==> config.mk <==
export PLATFORM = sky130hd
export DESIGN_NAME = mux_scan_sequencer_flat
export DESIGN_NICKNAME = d
export VERILOG_FILES = /design/src/rtl/mux_scan_sequencer_if.sv /design/src/rtl/mux_scan_sequencer.sv /design/src/flat_wrapper.sv
export SDC_FILE = /design/constraint.sdc
export NUM_CORES = 1
export LEC_CHECK = 0
export CAP_MARGIN = 20
export CELL_PAD_IN_SITES_DETAIL_PLACEMENT = 1
export CELL_PAD_IN_SITES_GLOBAL_PLACEMENT = 1
export CORE_ASPECT_RATIO = 0.6
export CORE_MARGIN = 2
export CORE_UTILIZATION = 43
export DETAILED_ROUTE_END_ITERATION = 12
export GPL_TIMING_DRIVEN = 1
export MAX_ROUTING_LAYER = met4
export PLACE_DENSITY = 0.94
export SYNTH_ARGS = -nofsm -noshare
export SYNTH_HDL_FRONTEND = slang
export SYNTH_SLANG_ARGS = --single-unit
export TNS_END_PERCENT = 30
==> constraint.sdc <==
create_clock -name clk -period 3.7 [get_ports clk]
set_clock_uncertainty 0.1 [all_clocks]
set_input_delay 0.37 -clock clk [delete_from_list [all_inputs] [get_ports clk]]
set_output_delay 0.37 -clock clk [all_outputs]
set_load 0.01 [all_outputs]
==> src/rtl/mux_scan_sequencer_if.sv <==
// Bundle of scan-control and mux-facing signals for mux_scan_sequencer.
// master: the controller/environment side; slave: the sequencer itself.
interface mux_scan_sequencer_if #(
  parameter int DWELL_W = 4
);
  logic               start;
  logic [3:0]         mask;
  logic [DWELL_W-1:0] dwell;
  logic               y;
  logic               sel1;
  logic               sel0;
  logic               busy;
  logic               valid;
  logic [3:0]         sample;

  modport master (
    output start, mask, dwell, y,
    input  sel1, sel0, busy, valid, sample
  );

  modport slave (
    input  start, mask, dwell, y,
    output sel1, sel0, busy, valid, sample
  );
endinterface

==> src/rtl/mux_scan_sequencer.sv <==
// Steps a 4:1 analog/digital mux through the enabled channels in ascending
// order, waits dwell+1 settle cycles per channel, captures y, and reports
// the completed frame with a one-cycle valid pulse.
module mux_scan_sequencer #(
  parameter int DWELL_W = 4
) (
  input  logic                 clk,
  input  logic                 rst_n,
  mux_scan_sequencer_if.slave  bus
);

  localparam logic [1:0] IDLE    = 2'd0;
  localparam logic [1:0] SETTLE  = 2'd1;
  localparam logic [1:0] CAPTURE = 2'd2;
  localparam logic [1:0] DONE    = 2'd3;

  logic [1:0]         state;
  logic [1:0]         ch;
  logic [DWELL_W-1:0] cnt;
  logic [DWELL_W-1:0] dwell_q;
  logic [3:0]         mask_q;
  logic [3:0]         sample_q;
  logic               busy_q;
  logic               valid_q;

  logic [1:0]         first_ch;
  logic               first_found;
  logic [1:0]         next_ch;
  logic               has_next;

  // Lowest enabled channel of the incoming mask (first channel of a frame)
  always_comb begin
    first_ch    = 2'd0;
    first_found = 1'b0;
    for (int unsigned i = 0; i < 4; i++) begin
      if (bus.mask[i] && !first_found) begin
        first_ch    = 2'(i);
        first_found = 1'b1;
      end
    end
  end

  // Next enabled channel above the current one in the latched mask
  always_comb begin
    next_ch  = ch;
    has_next = 1'b0;
    for (int unsigned i = 0; i < 4; i++) begin
      if (mask_q[i] && (2'(i) > ch) && !has_next) begin
        next_ch  = 2'(i);
        has_next = 1'b1;
      end
    end
  end

  // Frame sequencing; valid is registered from DONE so it appears in the
  // first cycle after DONE, alongside the return to IDLE
  always_ff @(posedge clk or negedge rst_n) begin
    if (!rst_n) begin
      state    <= IDLE;
      ch       <= '0;
      cnt      <= '0;
      dwell_q  <= '0;
      mask_q   <= '0;
      sample_q <= '0;
      busy_q   <= 1'b0;
      valid_q  <= 1'b0;
    end else begin
      valid_q <= (state == DONE);
      case (state)
        IDLE: begin
          if (bus.start) begin
            sample_q <= '0;
            if (|bus.mask) begin
              mask_q  <= bus.mask;
              dwell_q <= bus.dwell;
              ch      <= first_ch;
              cnt     <= bus.dwell;
              busy_q  <= 1'b1;
              state   <= SETTLE;
            end else begin
              state <= DONE;
            end
          end
        end
        SETTLE: begin
          if (cnt != '0) begin
            cnt <= cnt - DWELL_W'(1);
          end else begin
            state <= CAPTURE;
          end
        end
        CAPTURE: begin
          sample_q[ch] <= bus.y;
          if (has_next) begin
            ch    <= next_ch;
            cnt   <= dwell_q;
            state <= SETTLE;
          end else begin
            busy_q <= 1'b0;
            state  <= DONE;
          end
        end
        DONE: begin
          state <= IDLE;
        end
        default: begin
          state <= IDLE;
        end
      endcase
    end
  end

  assign bus.sel1   = ch[1];
  assign bus.sel0   = ch[0];
  assign bus.busy   = busy_q;
  assign bus.valid  = valid_q;
  assign bus.sample = sample_q;

endmodule
==> src/flat_wrapper.sv <==
// flat-port wrapper written by rule: the top's interface ports become plain ports
module mux_scan_sequencer_flat 
#(
  parameter int DWELL_W = 4
)
  (clk, rst_n, bus_start, bus_mask, bus_dwell, bus_y, bus_sel1, bus_sel0, bus_busy, bus_valid, bus_sample);
  mux_scan_sequencer_if #(.DWELL_W(DWELL_W)) bus_i ();
  input  logic clk;
  input  logic rst_n;
  input wire logic [$bits(bus_i.start)-1:0] bus_start;
  input wire logic [$bits(bus_i.mask)-1:0] bus_mask;
  input wire logic [$bits(bus_i.dwell)-1:0] bus_dwell;
  input wire logic [$bits(bus_i.y)-1:0] bus_y;
  output wire logic [$bits(bus_i.sel1)-1:0] bus_sel1;
  output wire logic [$bits(bus_i.sel0)-1:0] bus_sel0;
  output wire logic [$bits(bus_i.busy)-1:0] bus_busy;
  output wire logic [$bits(bus_i.valid)-1:0] bus_valid;
  output wire logic [$bits(bus_i.sample)-1:0] bus_sample;
  assign bus_i.start = bus_start;
  assign bus_i.mask = bus_mask;
  assign bus_i.dwell = bus_dwell;
  assign bus_i.y = bus_y;
  assign bus_sel1 = bus_i.sel1;
  assign bus_sel0 = bus_i.sel0;
  assign bus_busy = bus_i.busy;
  assign bus_valid = bus_i.valid;
  assign bus_sample = bus_i.sample;
  mux_scan_sequencer #(.DWELL_W(DWELL_W)) u_core (.clk(clk), .rst_n(rst_n), .bus(bus_i));
endmodule
# [After elaboration in Yosys (flattened, before gate mapping)]
# Index checks and enable logic that the tools add are counted.
[totals] reg_bits=22 in_bits=12 out_inout_bits=8 elab_cells=90
[classes] n_addsub=1 eq_ne=10 n_lt_le_gt_ge=6 n_reduce_logical=28 n_mux=37
[op_table] op="2-bit 2-to-1 mux" n=13
[op_table] op="4-bit 2-to-1 mux" n=5
[op_table] op="1-bit 2-to-1 mux" n=12
[op_table] op="4-bit case mux with 3 select lines" n=1
[op_table] op="1-bit logical AND" n=11
[op_table] op="5-bit AND reduction" n=2
[op_table] op="2-bit case mux with 4 select lines" n=1
[op_table] op="4-bit case mux with 2 select lines" n=1
[op_table] op="1-bit zero test" n=6
[op_table] op="2-bit by 1-bit != test with 1-bit output (second input constant)" n=3
[op_table] op="2-bit != test (second input constant)" n=3
[op_table] op="5-bit by 1-bit != test with 1-bit output (second input constant)" n=1
[op_table] op="4-bit bitwise mux" n=1
[op_table] op="2-bit equality test (second input constant)" n=2
[op_table] op="1-bit by 2-bit greater-than comparator with 1-bit output (first input constant)" n=2
[op_table] op="2-bit greater-than comparator (first input constant)" n=2
[op_table] op="2-bit case mux with 2 select lines" n=1
[op_table] op="2-bit AND reduction" n=2
[op_table] op="4-bit AND reduction" n=1
[op_table] op="4-bit nonzero test" n=1
[op_table] op="4-bit OR reduction" n=1
[op_table] op="4-bit by 1-bit subtractor with 4-bit output (second input constant)" n=1
[op_table] op="2-bit by 3-bit less-than comparator with 1-bit output (second input constant)" n=1
[op_table] op="3-bit AND reduction" n=1
[op_table] op="7 further kinds" n=7

# [Longest topological paths before layout]
# Gate-level depths: netlist (run 1).
[depth] depth_word=14 ltp_mapped=8 ltp_nobuf=7

# [Worst setup path after synthesis (run 1)]
# Ideal clock, no wire load.
[synth_path] path_kind="reg-to-reg" startpoint="register u_core.state[0]" endpoint="register u_core.cnt[2]" required_time_ps=3475 path_slack_ps=1876 synth_period_minus_slack_ps=1824 setup_ps=125 arrival_time_ps=1599 stages_incl_launch_ff=7 cell_sequence="dfrtp_1 inv_1 ha_1 buf_2 o211a_4 nor4_4 mux2_4"
[synth_between] elab_chain_len=3 elab_cells_between_ends=10
[synth_rtl] element="start, declared" line_no="mux_scan_sequencer.sv:17" rtl="logic [1:0] state;"
[synth_rtl] element="start signal, assigned" line_no="mux_scan_sequencer.sv:59" rtl="state <= IDLE;"
[synth_rtl] element="start signal, assigned" line_no="mux_scan_sequencer.sv:79" rtl="state <= SETTLE;"
[synth_rtl] element="start signal, assigned" line_no="mux_scan_sequencer.sv:81" rtl="state <= DONE;"
[synth_rtl] element="2-bit equality test (tied with other cells)" line_no="mux_scan_sequencer.sv:69" rtl="case (state)"
[synth_rtl] element="2-bit by 1-bit != test with 1-bit output (no line) (tied with other cells)"
[synth_rtl] element="5-bit AND reduction (no line)"
[synth_rtl] element="end signal, assigned" line_no="mux_scan_sequencer.sv:77" rtl="cnt <= bus.dwell;"
[synth_rtl] element="end signal, assigned" line_no="mux_scan_sequencer.sv:87" rtl="cnt <= cnt - DWELL_W'(1);"
[synth_rtl] element="end signal, assigned" line_no="mux_scan_sequencer.sv:96" rtl="cnt <= dwell_q;"
[synth_rtl] element="end, declared" line_no="mux_scan_sequencer.sv:19" rtl="logic [DWELL_W-1:0] cnt;"
# Several ways; a longest one is shown, not always the timed one.
# A chain may end at the register's enable or synchronous reset.

# [Worst setup path after layout (run 1)]
[layout_path] startpoint="register u_core.state[0]" endpoint="register u_core.sample_q[0], in the netlist u_core.bus.sample[0]"
[layout_between] elab_chain_len=3 elab_cells_between_ends=6
[layout_rtl] element="2-bit equality test / 2-bit zero test (equally long branches)" line_no="mux_scan_sequencer.sv:69"
[layout_rtl] element="2-bit nonzero test (no line) / 2-bit != test (equally long branches)"
[layout_rtl] element="2-bit AND reduction (no line)"
[layout_rtl] element="end signal, assigned by index" line_no="mux_scan_sequencer.sv:93" rtl="sample_q[ch] <= bus.y;"
[layout_rtl] element="end, declared" line_no="mux_scan_sequencer.sv:22" rtl="logic [3:0] sample_q;"
# Several ways; a longest one is shown, not always the timed one.

==> reports/qor.csv, run 1 <==
metric,value,unit
# port buffers,19,
worst-margin pin slew,0.945,ns
worst hold slack,0.410,ns
vias,1066,
arrival time at the worst endpoint,2.37,ns
Reg2Reg Depth,7,
synth top area cells,"dfrtp_1 (42%), ha_1 (5.0%), mux2_2 (4.5%)",
IO Pins,20,
Die X,73.7,um
Worst IR Drop VDD,0.338,mV
Initial Utilization,44.5,%
outcome,"finished, final reports clean",
Initial DRC Count,33,
worst-path fanout max,19,
RSZ-0062 raised after global routing,false,
Die Y,45.8,um
DRT antenna net count,0,
layout cells sized above 1,9.46,%
area post-placement,0.00146,mm2
clk_lat worst skew,0.26,ns
Synth Warn #,0,
Resized cells post-CTS,0,
Synth cell types,40,
clk slew on worst S/H paths,0.08,ns
r2r startpoint,u_core.state[0],
CTS Hold Bufs,0,
number of flops mapped to enable cells by yosys,0,
Reg-to-Reg End,u_core.bus.sample[0],
Post-CTS Setup Bufs,0,
Core Box Area,0.00282,mm2
worst path required time,3.80,ns
post-route design area,0.00151,mm2
Tcrit/Tclk final,61.4,%
Syn Area/Cell,9.63,um2
mean number of vias per cell,5.86,
Setup crit end kind,register,
CTS H-tree lvls,1,
total iterations of the first detailed-routing run,5,
final worst slack,1.43,ns
worst rel slew slack,36.8,%
CTS Buffer Depth,2,
Area Growth Syn to Fin,20.4,%
max-cap viol count,0,
Root Driver,clkbuf_8,
static leakage,0.655,nW
R2R setup slack,1.43,ns
hpwl dp,2470,um
worst min path class,register to register,
gpl congestion,0.853,
share of the synthesized area in the top cell type,42.0,%
register bit total from synthesis,21,
GR Overflow Total,0,
min Tclk post-route,2.27,ns
Hold EP,u_core.dwell_q[1],
initial antenna violation count,0,
FILL cells,337,
Post-Route WL,3230,um
largest net degree at the start of global routing,22,
"Primary FF master, synth",dfrtp_1,
GRT Util Overall,21.9,%
CTS buffer count,3,
DRC Markers,0,
CTS tree,built,
Sink Count,21,
min-delay src,u_core.dwell_q[1],
Final #Nets,166,
async set or reset register ratio after synthesis,100,%
critical path launch point type,register,
Netlist Area Pre-Place,0.00125,mm2
fmax,0.440,GHz
dpl cells,178,
register area,526,um2
total die area,0.00337,mm2
syn_nets,147,
Pwr Density,917,mW/mm2
Row Count,15,
vias in the first global route,1060,
pre-CTS setup slack,1.33,ns
post-layout util,53.6,%
final std cells w/o fill,182,
TNS Setup,0,ns
footprint of the multi-input gates,674,um2
"Seq/Total Area, Yosys",42.0,%
final setup fails,0,
final hold vios,0,
overall power,1.38,mW
first-pass GRT wire length,5290,um
Synth area leader,dfrtp_1,
detailed-route wire length per cell,17.7,um
CP Class,register to register,
diode count,0,
cell depth of the worst hold path,1,
Final Max Tran Viols,0,
cells after synthesis,130,
-- cells in the mapped netlist (4+ instances only) --
library cell and number:
nand2_1 13, mux2_2 5, nand2b_1 5, nor2_1 7, o21ai_0 10, dfrtp_1 21, ha_1 5, a21oi_1 9
inv_1 7, mux2i_1 4
-- power breakdown --
group | total (mW) | leakage [nW] | switching [mW] | internal [mW]
registers | 0.463 | 0.257 | 0.124 | 0.339
logic | 0.766 | 0.375 | 0.400 | 0.366
clock network | 0.154 | 0.0228 | 0.0773 | 0.0768
total | 1.38 | 0.655 | 0.601 | 0.782
-- layer usage --
metal,GRT usage (%),up-vias,wire [um]
met5,-,-,0
met3,6.42,2,144
met4,2.55,0,18
met2,34.8,23,1460
met1,28.9,536,1600
li1,-,505,-
-- worst max-delay path, stage by stage (launching register included) --
cell      delay [ns]
dfrtp_1         0.42
inv_1           0.10
ha_1            0.60
nand2b_1        0.20
a21boi_1        0.22
nand2b_1        0.20
o31ai_1         0.20
a22o_1          0.16
-- registers in the layout (all words and copies together) (netlist names) --
name,flops
u_core.bus.busy,1
u_core.bus.sample,4
u_core.bus.valid,1
u_core.ch,2
u_core.cnt,4
u_core.dwell_q,4
u_core.mask_q,3
u_core.state,2
-- placed cells by master, fill, tap and decap left out, drive strengths merged --
cell type and count:
clkdlybuf4s50 19, nand2 13, nand3 2, or2 1, nor3 3, o21ai 12
ha 5, a22o 3, nor2 7, a21boi 2, nand4 2, nor4 2
and3 1, clkbuf 4, o41ai 1, o211a 1, a21oi 10, o31ai 1
a2bb2oi 1, mux2 7, o22ai 2, dfrtp 21, a22oi 3, mux2i 4
inv 8, xor2 2, nand2b 5, and2 1, a221oi 1, nor2b 1
or3 1, a221o 2
-- layout make-up --
| cell class | count | area share, % |
|---|---|---|
| multi-input cells | 96 | 44.7 |
| flip-flops and latches | 21 | 34.9 |
| repair buffers | 19 | 12.6 |
| clock buffers | 4 | 2.99 |
| well taps | 34 | 2.82 |
| inverters | 8 | 1.99 |
-- worst max path at each step --
stage / start / endpoint / slack (ns) / cells after the start
2_1_floorplan: u_core.state[0] / u_core.cnt[2] / 1.88 / 6
3_5_place_dp: bus_mask[1] / u_core.mask_q[3] / 1.33 / 4
6_report: u_core.state[0] / u_core.bus.sample[0] / 1.43 / 7
5_1_grt: u_core.state[0] / u_core.bus.sample[0] / 1.24 / 7
3_3_place_gp: bus_mask[1] / u_core.mask_q[1] / 1.43 / 4
4_1_cts: u_core.state[0] / u_core.bus.sample[0] / 1.42 / 7
-- kinds of logic (layout without fill, tap and decap cells) --
| kind of cell | Yosys count | count (layout) | share of synthesized area, % |
|---|---|---|---|
| AOI/OAI and AO/OA | 39 | 39 | 21.5 |
| and+or+nand+nor | 39 | 39 | 16.2 |
| DFF | 21 | 21 | 42.0 |
| buffers and inverters | 13 | 31 | 4.19 |
| muxes | 11 | 11 | 9.79 |
| adders and majority gates | 5 | 5 | 5.00 |
| xor gates and xnor gates | 2 | 2 | 1.40 |
Power figures use the tool's default switching activity.
==> run 2, diff against run 1 <==
- CORE_UTILIZATION: 43 -> 36
- PLACE_DENSITY: 0.94 -> 0.85
- clock period: 3.7 -> 1.9 ns (I/O delays scaled with it)
==> reports/qor.csv, run 2 (synthesis results as in run 1) <==
metric,value,unit,change
outcome,"finished, final reports clean",,
total die area,0.00398,mm2,+18%
clk_lat worst skew,0.27,ns,about the same
initial antenna violation count,0,,unchanged
worst-margin pin slew,0.376,ns,-0.569 ns
worst hold slack,0.160,ns,-0.250 ns
Die X,80.1,um,+8.8%
worst rel slew slack,74.7,%,+38 points
most frequent cells in the layout,"dfrtp_1 (21), clkdlybuf4s50_1 (19), buf_4 (15)",,
total iterations of the first detailed-routing run,4,,-1
CTS H-tree lvls,1,,unchanged
Sink Count,21,,unchanged
overall power,2.96,mW,+110%
fmax,0.546,GHz,+24%
hpwl dp,2890,um,+17%
CTS Buffer Depth,2,,unchanged
detailed-route wire length per cell,17.7,um,about the same
Final #Nets,181,,+9.0%
worst min path class,primary input to async pin,,
largest net degree at the start of global routing,22,,unchanged
Final Max Tran Viols,0,,unchanged
CP Class,register to register,,
Root Driver,clkbuf_8,,
CTS tree,built,,
GRT Util Overall,20.8,%,-1.2 points
RSZ-0062 raised after global routing,true,,
Tcrit/Tclk final,96.3,%,+35 points
vias,1118,,+4.9%
arrival time at the worst endpoint,1.92,ns,-0.45 ns
vias in the first global route,1210,,+14%
IO Pins,20,,unchanged
Reg2Reg Depth,5,,-2
max-cap viol count,0,,unchanged
mean number of vias per cell,5.38,,-8.2%
Worst IR Drop VDD,0.695,mV,+110%
clk slew on worst S/H paths,0.08,ns,about the same
layout cells sized above 1,20.9,%,+11 points
Pwr Density,1800,mW/mm2,+96%
final setup fails,0,,unchanged
diode count,0,,unchanged
R2R setup slack,0.07,ns,-1.36 ns
worst path required time,1.99,ns,-1.81 ns
"commonest non-fill, non-tap cell in the layout",dfrtp_1,,
Row Count,16,,+1
gpl congestion,0.801,,-6.1%
Initial Utilization,38.1,%,-6.3 points
r2r startpoint,u_core.state[0],,
CTS buffer count,3,,unchanged
pre-CTS setup slack,-0.153,ns,-1.49 ns
GR Overflow Total,0,,unchanged
Reg-to-Reg End,u_core.cnt[1],,
DRT antenna net count,0,,unchanged
worst-path fanout max,7,,-12
final worst slack,0.0696,ns,-1.36 ns
CTS Hold Bufs,0,,unchanged
Post-Route WL,3690,um,+14%
Initial DRC Count,53,,+61%
Area Growth Syn to Fin,31.4,%,
static leakage,0.722,nW,+10%
final hold vios,0,,unchanged
TNS Setup,0,ns,unchanged
Die Y,49.7,um,+8.5%
first-pass GRT wire length,6050,um,+14%
Setup crit end kind,register,,
DRC Markers,0,,unchanged
critical path launch point type,register,,
min Tclk post-route,1.83,ns,-0.442 ns
# port buffers,19,,unchanged
Core Box Area,0.00328,mm2,+17%
run 2: worst max-delay path by stage:
stage               cells past startpoint             from                to  slack [ns]
floorplan                               6  u_core.state[0]     u_core.cnt[2]        0.08
global placement                        5      bus_mask[1]  u_core.mask_q[3]       -0.07
detailed placement                      5      bus_mask[1]  u_core.mask_q[1]       -0.15
CTS                                     6  u_core.state[0]     u_core.cnt[1]       0.006
global route                            5  u_core.state[0]     u_core.cnt[1]       -0.01
finish                                  5  u_core.state[0]     u_core.cnt[1]        0.07
run 2: layout make-up:
type,count,area (um2)
Sequential cell,21,526
Tap cell,45,56.3
Timing Repair Buffer,34,303
Multi-Input combinational cell,96,686
Fill cell,385,1640
Inverter,8,30.0
Clock buffer,4,45.0
run 2: routing by layer:
| metal | wire [um] | global-route usage [%] | up-vias |
|---|---|---|---|
| met3 | 128 | 5.13 | 2 |
| met4 | 14 | 3.11 | 0 |
| met2 | 1800 | 34.7 | 28 |
| li1 | - | - | 534 |
| met5 | 0 | - | - |
| met1 | 1740 | 26.2 | 554 |
run 2: critical path: stages, from the launching register on:
cell and delay (ns):
dfrtp_1 0.44, ha_2 0.27, and3_1 0.22, nor4_4 0.33, buf_4 0.19, mux2i_1 0.20
run 2: timing repair:
action / in CTS / in global routing
gates resized for setup: 1 / 4
pin swaps: 0 / 1
setup buffers: 0 / 1
endpoints found under the setup margin: 1 / 8
run 2: power breakdown:
| part | switching, mW | total (mW) | internal, mW |
|---|---|---|---|
| clock network | 0.157 | 0.307 | 0.150 |
| logic | 0.908 | 1.79 | 0.878 |
| registers | 0.209 | 0.871 | 0.661 |
run 2: metrics by stage:
stage | area (um2) | utilization [%] | std cells
after global placement | 1580 | 48.2 | 203
final | 1650 | 50.1 | 208
after CTS | 1630 | 49.7 | 207
after detailed placement | 1580 | 48.2 | 203
after global routing | 1650 | 50.1 | 208
after floorplan | 1250 | - | 130
==> run 3, diff against run 2 <==
- CORE_MARGIN: 2 -> 1
==> reports/qor.csv, run 3 (synthesis results as in run 1) <==
metric,value,unit,change
sw frac,41.7,%,-1.3 points
Reg2Reg Depth,5,,unchanged
hpwl dp,2580,um,-11%
P_int,1.67,mW,-1.2%
post-route design area,0.00163,mm2,-1.2%
mean number of vias per cell,5.38,,+0.16%
DRC Markers,0,,unchanged
most frequent cells in the layout,"dfrtp_1 (21), clkdlybuf4s50_1 (19), nand2_1 (13), buf_4 (13), o21ai_0 (10)",,
R2R setup slack,0.07,ns,about the same
GR Overflow Total,0,,unchanged
CTS H-tree lvls,1,,unchanged
initial antenna violation count,0,,unchanged
Final #Nets,179,,-1.1%
sw power,1.19,mW,-6.5%
pre-CTS setup slack,-0.166,ns,-0.0121 ns
CTS Buffer Depth,2,,unchanged
Root Driver,clkbuf_8,,
min Tclk post-route,1.83,ns,-0.00194 ns
GRT Util Overall,20.0,%,-0.72 points
IO Pins,20,,unchanged
total die area,0.00373,mm2,-6.4%
Row Count,16,,unchanged
worst-margin pin slew,0.387,ns,+0.0111 ns
gpl congestion,0.864,,+8.0%
CTS Hold Bufs,0,,unchanged
Tcrit/Tclk final,96.2,%,-0.10 points
Setup crit end kind,register,,
layout cells sized above 1,18.0,%,-2.8 points
"commonest non-fill, non-tap cell in the layout",dfrtp_1,,
Die X,78.1,um,-2.5%
area post-placement,0.00157,mm2,-0.47%
Initial Utilization,38.1,%,unchanged
arrival time at the worst endpoint,1.88,ns,-0.04 ns
Post-Route WL,3300,um,-10%
Sink Count,21,,unchanged
"slowest stage delay, CP",0.41,ns,-0.03 ns
Final Max Tran Viols,0,,unchanged
Core Box Area,0.00328,mm2,unchanged
fraction of power consumed by combinational cells,59.1,%,-1.2 points
worst rel slew slack,73.9,%,-0.75 points
"Cell Chain, Critical Path",inv_1 -> ha_1 -> o211a_4 -> nor4_4 -> mux2_4,,
detailed-route wire length per cell,16.0,um,-9.6%
CTS tree,built,,
post-layout util,49.5,%,-0.61 points
CP Class,register to register,,
r2r startpoint,u_core.state[0],,
Initial DRC Count,42,,-21%
Area Growth Syn to Fin,29.8,%,
largest net degree at the start of global routing,22,,unchanged
final hold vios,0,,unchanged
RSZ-0062 raised after global routing,true,,
worst-path fanout max,4,,-3
outcome,"finished, final reports clean",,
Pwr Density,1760,mW/mm2,-2.3%
final worst slack,0.0715,ns,+0.00194 ns
Reg-to-Reg End,u_core.cnt[2],,
worst path required time,1.95,ns,-0.04 ns
FILL cells,382,,-0.78%
final setup fails,0,,unchanged
clk_lat worst skew,0.26,ns,about the same
Seq pwr share,30.5,%,+1.1 points
max-cap viol count,0,,unchanged
Clk network pwr share,10.4,%,about the same
# port buffers,19,,unchanged
worst min path class,primary input to async pin,,
diode count,0,,unchanged
static leakage,0.716,nW,-0.84%
Worst IR Drop VDD,0.630,mV,-9.3%
first-pass GRT wire length,5420,um,-10%
vias in the first global route,1084,,-10%
vias,1109,,-0.81%
clk slew on worst S/H paths,0.08,ns,about the same
DRT antenna net count,0,,unchanged
total iterations of the first detailed-routing run,4,,unchanged
CTS buffer count,3,,unchanged
fmax,0.547,GHz,+0.11%
critical path launch point type,register,,
"slowest stage cell, crit path",dfrtp_1,,
Die Y,47.7,um,-4.0%
[run 3: repair_timing]
action,in CTS,in global routing
setup buffers,0,0
cloned,0,0
setup endpoints to repair,2,6
gates resized for setup,1,1
[run 3: critical path, delay by kind of cell (launching register included)]
| family | cells | cell delay (ns) |
|---|---|---|
| compound gates | 1 | 0.19 |
| fa+ha+maj | 1 | 0.27 |
| buf+inv | 1 | 0.09 |
| flops | 1 | 0.41 |
| mux | 1 | 0.34 |
| simple gates | 1 | 0.33 |
[run 3: metrics by stage]
stage	hold slack, ns	total power, mW	TNS [ns]	std cells
2_1_floorplan	-0.206	1.92	0	130
3_3_place_gp	0.379	2.44	-0.440	202
3_5_place_dp	0.391	2.54	-1.29	202
4_1_cts	0.195	2.87	0	206
5_1_grt	0.210	3.10	-0.0352	206
6_report	0.183	2.86	0	206
[run 3: how the worst max path moves through the flow]
stage | startpoint | end
final | u_core.state[0] | u_core.cnt[2]
after global routing | u_core.state[1] | u_core.ch[0]
after CTS | u_core.state[1] | u_core.ch[0]
after detailed placement | bus_mask[1] | u_core.dwell_q[0]
after global placement | bus_mask[1] | u_core.mask_q[3]
after floorplan | u_core.state[0] | u_core.cnt[2]
[run 3: cell type report]
type                       instances  area [um2]  share of cell area, %
clock buffer                       4        45.0                   2.77
inverter                           8        30.0                   1.85
multi-input combinational         96         681                   41.9
sequential                        21         526                   32.3
tap                               45        56.3                   3.46
timing repair buffer              32         288                   17.7
[run 3: power groups by stage]
stage	logic, mW	registers [mW]	clock network [mW]
2_1_floorplan	1.07	0.843	0
3_3_place_gp	1.58	0.856	0
3_5_place_dp	1.66	0.876	0
4_1_cts	1.69	0.869	0.310
5_1_grt	1.88	0.901	0.326
6_report	1.69	0.872	0.297
[run 3: metal layers]
metal  share of wire (%)  GRT usage (%)
met1                  52           28.9
met2                  43           29.8
met3                 4.9           4.00
met4                   0           2.59
met5                   0              -
